===== src/rtl/ct_pmp_fault_ctrl.sv =====
// PMP access-fault checker: one-cycle per-channel permit/deny responses
// plus a sticky first-fault record with a saturating lost-fault counter.
module ct_pmp_fault_ctrl #(
    parameter int NUM_CH = 5,
    parameter int PA_W   = 28,
    parameter int OVF_W  = 8
) (
    input  logic                   cpuclk,
    input  logic                   cpurst,
    input  logic [NUM_CH-1:0]      chk_req_vld,
    input  logic [2*NUM_CH-1:0]    chk_req_type,
    input  logic [PA_W*NUM_CH-1:0] chk_req_pa,
    input  logic [4*NUM_CH-1:0]    pmp_flg,
    input  logic                   chk_flush,
    input  logic                   fault_clr,
    output logic [NUM_CH-1:0]      chk_rsp_vld,
    output logic [NUM_CH-1:0]      chk_rsp_fault,
    output logic                   fault_vld,
    output logic [2:0]             fault_ch,
    output logic [1:0]             fault_type,
    output logic [PA_W-1:0]        fault_pa,
    output logic [OVF_W-1:0]       fault_ovf_cnt
);

    typedef enum logic {
        IDLE,
        HELD
    } state_t;

    state_t            state;
    state_t            state_nxt;
    logic [NUM_CH-1:0] allow;
    logic [NUM_CH-1:0] req_live;
    logic [NUM_CH-1:0] flt;
    logic              any_flt;
    logic              multi_flt;
    logic              capture;
    logic              lost;
    logic [2:0]        cap_ch;
    logic [1:0]        cap_type;
    logic [PA_W-1:0]   cap_pa;
    logic [OVF_W-1:0]  ovf_base;
    logic [OVF_W-1:0]  ovf_nxt;
    logic              unused_flg;

    always_comb begin
        allow      = '0;
        unused_flg = 1'b0;
        for (int i = 0; i < NUM_CH; i++) begin
            unique case (chk_req_type[2*i +: 2])
                2'b00:   allow[i] = pmp_flg[4*i];
                2'b01:   allow[i] = pmp_flg[4*i+1];
                2'b10:   allow[i] = pmp_flg[4*i+2];
                default: allow[i] = 1'b0;
            endcase
            unused_flg = unused_flg ^ pmp_flg[4*i+3];
        end
    end

    assign req_live  = chk_req_vld & ~{NUM_CH{chk_flush}};
    assign flt       = req_live & ~allow;
    assign any_flt   = |flt;
    // More than one bit set: clearing the lowest set bit leaves something.
    assign multi_flt = |(flt & (flt - NUM_CH'(1)));

    // Scan high to low so the lowest faulting channel wins.
    always_comb begin
        cap_ch   = '0;
        cap_type = chk_req_type[1:0];
        cap_pa   = chk_req_pa[PA_W-1:0];
        for (int i = NUM_CH - 1; i >= 0; i--) begin
            if (flt[i]) begin
                cap_ch   = 3'(i);
                cap_type = chk_req_type[2*i +: 2];
                cap_pa   = chk_req_pa[PA_W*i +: PA_W];
            end
        end
    end

    always_comb begin
        state_nxt = state;
        capture   = 1'b0;
        lost      = 1'b0;
        ovf_base  = fault_ovf_cnt;
        unique case (state)
            IDLE: begin
                ovf_base = '0;
                if (any_flt) begin
                    state_nxt = HELD;
                    capture   = 1'b1;
                    lost      = multi_flt;
                end
            end
            HELD: begin
                if (fault_clr) begin
                    ovf_base = '0;
                    if (any_flt) begin
                        capture = 1'b1;
                        lost    = multi_flt;
                    end else begin
                        state_nxt = IDLE;
                    end
                end else begin
                    lost = any_flt;
                end
            end
            default: state_nxt = IDLE;
        endcase
        ovf_nxt = ovf_base;
        if (lost && (ovf_base != '1)) begin
            ovf_nxt = ovf_base + OVF_W'(1);
        end
    end

    always_ff @(posedge cpuclk or posedge cpurst) begin
        if (cpurst) begin
            state         <= IDLE;
            chk_rsp_vld   <= '0;
            chk_rsp_fault <= '0;
            fault_ch      <= '0;
            fault_type    <= '0;
            fault_pa      <= '0;
            fault_ovf_cnt <= '0;
        end else begin
            state         <= state_nxt;
            chk_rsp_vld   <= req_live;
            chk_rsp_fault <= flt;
            fault_ovf_cnt <= ovf_nxt;
            if (capture) begin
                fault_ch   <= cap_ch;
                fault_type <= cap_type;
                fault_pa   <= cap_pa;
            end
        end
    end

    assign fault_vld = (state == HELD);

endmodule


===== config.mk =====
export PLATFORM = sky130hd
export DESIGN_NAME = ct_pmp_fault_ctrl
export DESIGN_NICKNAME = d
export VERILOG_FILES = /design/src/rtl/ct_pmp_fault_ctrl.sv
export SDC_FILE = /design/constraint.sdc
export NUM_CORES = 1
export LEC_CHECK = 0
export ABC_AREA = 1
export CORE_MARGIN = 2
export CORE_UTILIZATION = 40
export CTS_CLUSTER_DIAMETER = 80
export DETAILED_ROUTE_END_ITERATION = 12
export HOLD_SLACK_MARGIN = 0.12
export PLACE_DENSITY = 0.78
export SLEW_MARGIN = 20
export SYNTH_ARGS = -nofsm -noshare
export SYNTH_HDL_FRONTEND = slang
export SYNTH_SLANG_ARGS = --single-unit

===== constraint.sdc =====
create_clock -name cpuclk -period 5.3 [get_ports cpuclk]
set_input_delay 1.325 -clock cpuclk [delete_from_list [all_inputs] [get_ports cpuclk]]
set_output_delay 1.325 -clock cpuclk [all_outputs]
set_load 0.03 [all_outputs]

==> impl_metrics.toml <==
[status]
run_status = "completed"

[detailed_routing]
drc = 0
drt_iter0_markers = 358
finalWirelength_um = 16710
vias = 5563
route.antenna.remaining_nets = 0
drt-vias-per-instance = 4.837
detailedRoute.firstPassIterationCount = 5
routedWlPerCell_um = 14.53

[synthesis]
ys_async_sr_fraction_pct = 100.0
syn-cell-area_sq_um = 4637
yosys_register_bits = 52
postSynth.topFlopCell = "dfrtp_1"
ys_warn_count = 0
synth_edf_count = 0
synth.distinct_cells = 32
netlist_instances = 807
synth.net_count = 987
avgSynthCellArea_sq_um = 5.746
yosysSeqAreaShare_pct = 28.06

[final_layout]
area_used_by_multi_input_combinational_logic_sq_um = 2581
register_area_sq_um = 1301
antenna_cells_inserted = 0
finish.net_count = 1186
fillCellCount = 1111
util_after_layout_pct = 62.11
area_delta_synth_final_pct = 52.29
drive_gt1_share_pct = 3.972

[floorplanning]
row_count = 39
die_x_um = 111.7
floorplan.io_pins = 231
die-area_sq_um = 12470
core_area_sq_um = 11370
die_h_um = 111.7
start_util_pct = 40.78

[power]
finalPower_uw = 1733
p_leak_uw = 0.003791
pwr_density_cell_nw_per_um2 = 245.4
worst_ir_drop_vdd_v = 0.0001792

[sta]
max_slew.worst_pin.slew_ps = 926.4
worst_case_headroom_to_the_max_slew_limit_pct = 38.17
setup-tns-final_ps = 0
finalClockSkew_ps = 6.850
report.final.hold_viol_count = 0
fin_hold_ws_ps = 481.9
max_clock_freq_mhz = 259.2
period_needed_ps = 3858
report.final.setup_viol = 0
finalMaxSlewViolations = 0
grt_setup_unrepaired = "false"
fin_crit_sh_pct = 72.79

[global_route]
grt_pass1_wl_um = 26780
grt_start_max_net_pins = 63
globalRoute.totalOverflow = 0
grt_antenna_before_repair = 0
number_of_global_route_vias_before_repair = 5339
groute.usage.overall_pct = 26.55

[clock_network]
clock_tree.root_cell = "clkbuf_16"
clock_tree_from_tritoncts = "done"
clkLatencyLatePin_ps = 290
ctsResizeCount = 0
postCtsSetupBuffers = 0
path_clk_slew_ps = 70
clkSinkCount = 52
htree_levels = 2
numCtsBuffers = 5
ctsLongestPathBuffers = 2
post_cts_hold_buffer_count = 0

[setup_path]
worst_ep_arrival_time_ps = 4090
path_depth_of_the_worst_reg2reg_path = 13
crit_path_max_incr_delay_ps = 460
cp_common_cell = "nand2_1"
cp_num_buf_inv = 2
cp-start-kind = "primary input"
critical_path.max_fanout = 23
cell_class_contributing_the_biggest_share_of_worst_path_delay = "simple AND/OR/NAND/NOR gates"
timing.rr.end = "fault_ovf_cnt[6]"
timing.critical_path.to_type = "flip-flop"
critical_path_required_ps = 5530
worstPathCellList = "clkdlybuf4s50_1 -> nor2_4 -> inv_1 -> nor2_1 -> ha_1 -> nand2_1 -> nor2_2 -> nand3_1 -> nor3_2 -> nor2_8 -> nand2_4 -> nand2_1 -> nand2_1"
critPathSlowestCell = "clkdlybuf4s50_1"
critical_path_class = "in2reg"
r2r_setup_slk_ps = 2550
r2r_start = "fault_vld"

[job]
drv_cap = 0

[min_path]
worst_hold_path.endpoint = "fault_pa[7]"
holdCritPathClass = "reg2reg"
whs_path_depth = 2
worstHoldStart = "fault_pa[7]"

[placed_design]
detailed_place_hpwl_um = 12360
count_of_buffers_from_port_buffering = 225
replace_congestion = 0.8935
routing by layer:
| layer | global-route usage (%) | vias to the layer above | part of all wire [%] |
|---|---|---|---|
| met2 | 46.95 | 229 | 48 |
| met3 | 6.206 | 31 | 8.4 |
| met4 | 8.148 | 0 | 3.0 |
| li1 | - | 2812 | - |
| met5 | 0 | - | 0 |
| met1 | 32.01 | 2491 | 41 |
tightest hold or removal path: stages, from the launching register on:
cell	delay [ps]
dfrtp_1	340
nand2_1	60
nand2_1	50
metrics by stage:
step / area [sq um] / worst slack, ps / cells
global placement: 6894 / 1255 / 1142
finish: 7062 / 1442 / 1150
CTS: 7062 / 1476 / 1150
global route: 7062 / 1226 / 1150
floorplan: 4637 / 2199 / 807
detailed placement: 6894 / 1164 / 1142
logic make-up after synthesis:
group | count (synthesis) | synth area share [%]
DFF | 52 | 28.06
and+or+nand+nor | 507 | 47.87
xor gates and xnor gates | 6 | 1.133
buffers and inverters | 183 | 16.27
adders and majority gates | 1 | 0.2698
AOI/OAI and AO/OA | 58 | 6.395
worst max-delay path by stage:
stage	cells past startpoint	to	start	slack [ps]
after detailed placement	13	fault_ovf_cnt[6]	fault_clr	1160
after global routing	13	fault_ovf_cnt[5]	fault_clr	1230
after floorplan	13	fault_ovf_cnt[6]	fault_clr	2200
after global placement	13	fault_ovf_cnt[6]	fault_clr	1260
after CTS	13	fault_ovf_cnt[6]	fault_clr	1480
final	13	fault_ovf_cnt[6]	fault_clr	1440
sequential cells by signal, indices dropped and copies added, names as in the netlist:
register       flops
fault_pa          28
chk_rsp_fault      5
fault_ovf_cnt      8
fault_ch           3
fault_type         2
fault_vld          1
chk_rsp_vld        5
synthesized netlist by cell type (3+ instances only):
cell type,instances,area (sq um)
a21oi_1,35,175.2
nand2_4,5,56.30
buf_2,16,80.08
inv_1,139,521.8
buf_6,3,33.78
nor2_2,4,25.02
buf_4,6,45.04
xor2_1,5,43.79
clkbuf_1,10,37.54
dfrtp_1,52,1301
nand2_2,4,25.02
o21ai_0,20,100.1
nand3b_1,16,120.1
nand2_1,289,1085
nand3_1,77,385.4
inv_2,6,22.52
nor2_1,102,382.9
layout make-up:
class	count	area share (%)
multi-input cells	572	36.55
repair buffers	229	32.32
flip-flops and latches	52	18.43
inverters	146	7.796
well taps	143	2.534
clock buffers	6	1.825
clock inverters	2	0.5493
cells in the final DEF (no fill, tap or decap), drive strengths merged, types with 2 or more instances in the layout:
cell	instances
nand2	300
clkdlybuf4s50	225
inv	147
nor2	109
nand3	79
dfrtp	52
a21oi	35
o21ai	21
nand3b	16
clkbuf	6
xor2	5
buf	4
nor3	2
where the power goes:
part | internal, uW | total (uW) | switching, uW
logic | 358 | 833 | 475
registers | 476 | 522 | 45.2
clock network | 225 | 379 | 154
total | 1060 | 1730 | 674
(Power assumes the default switching activity.)
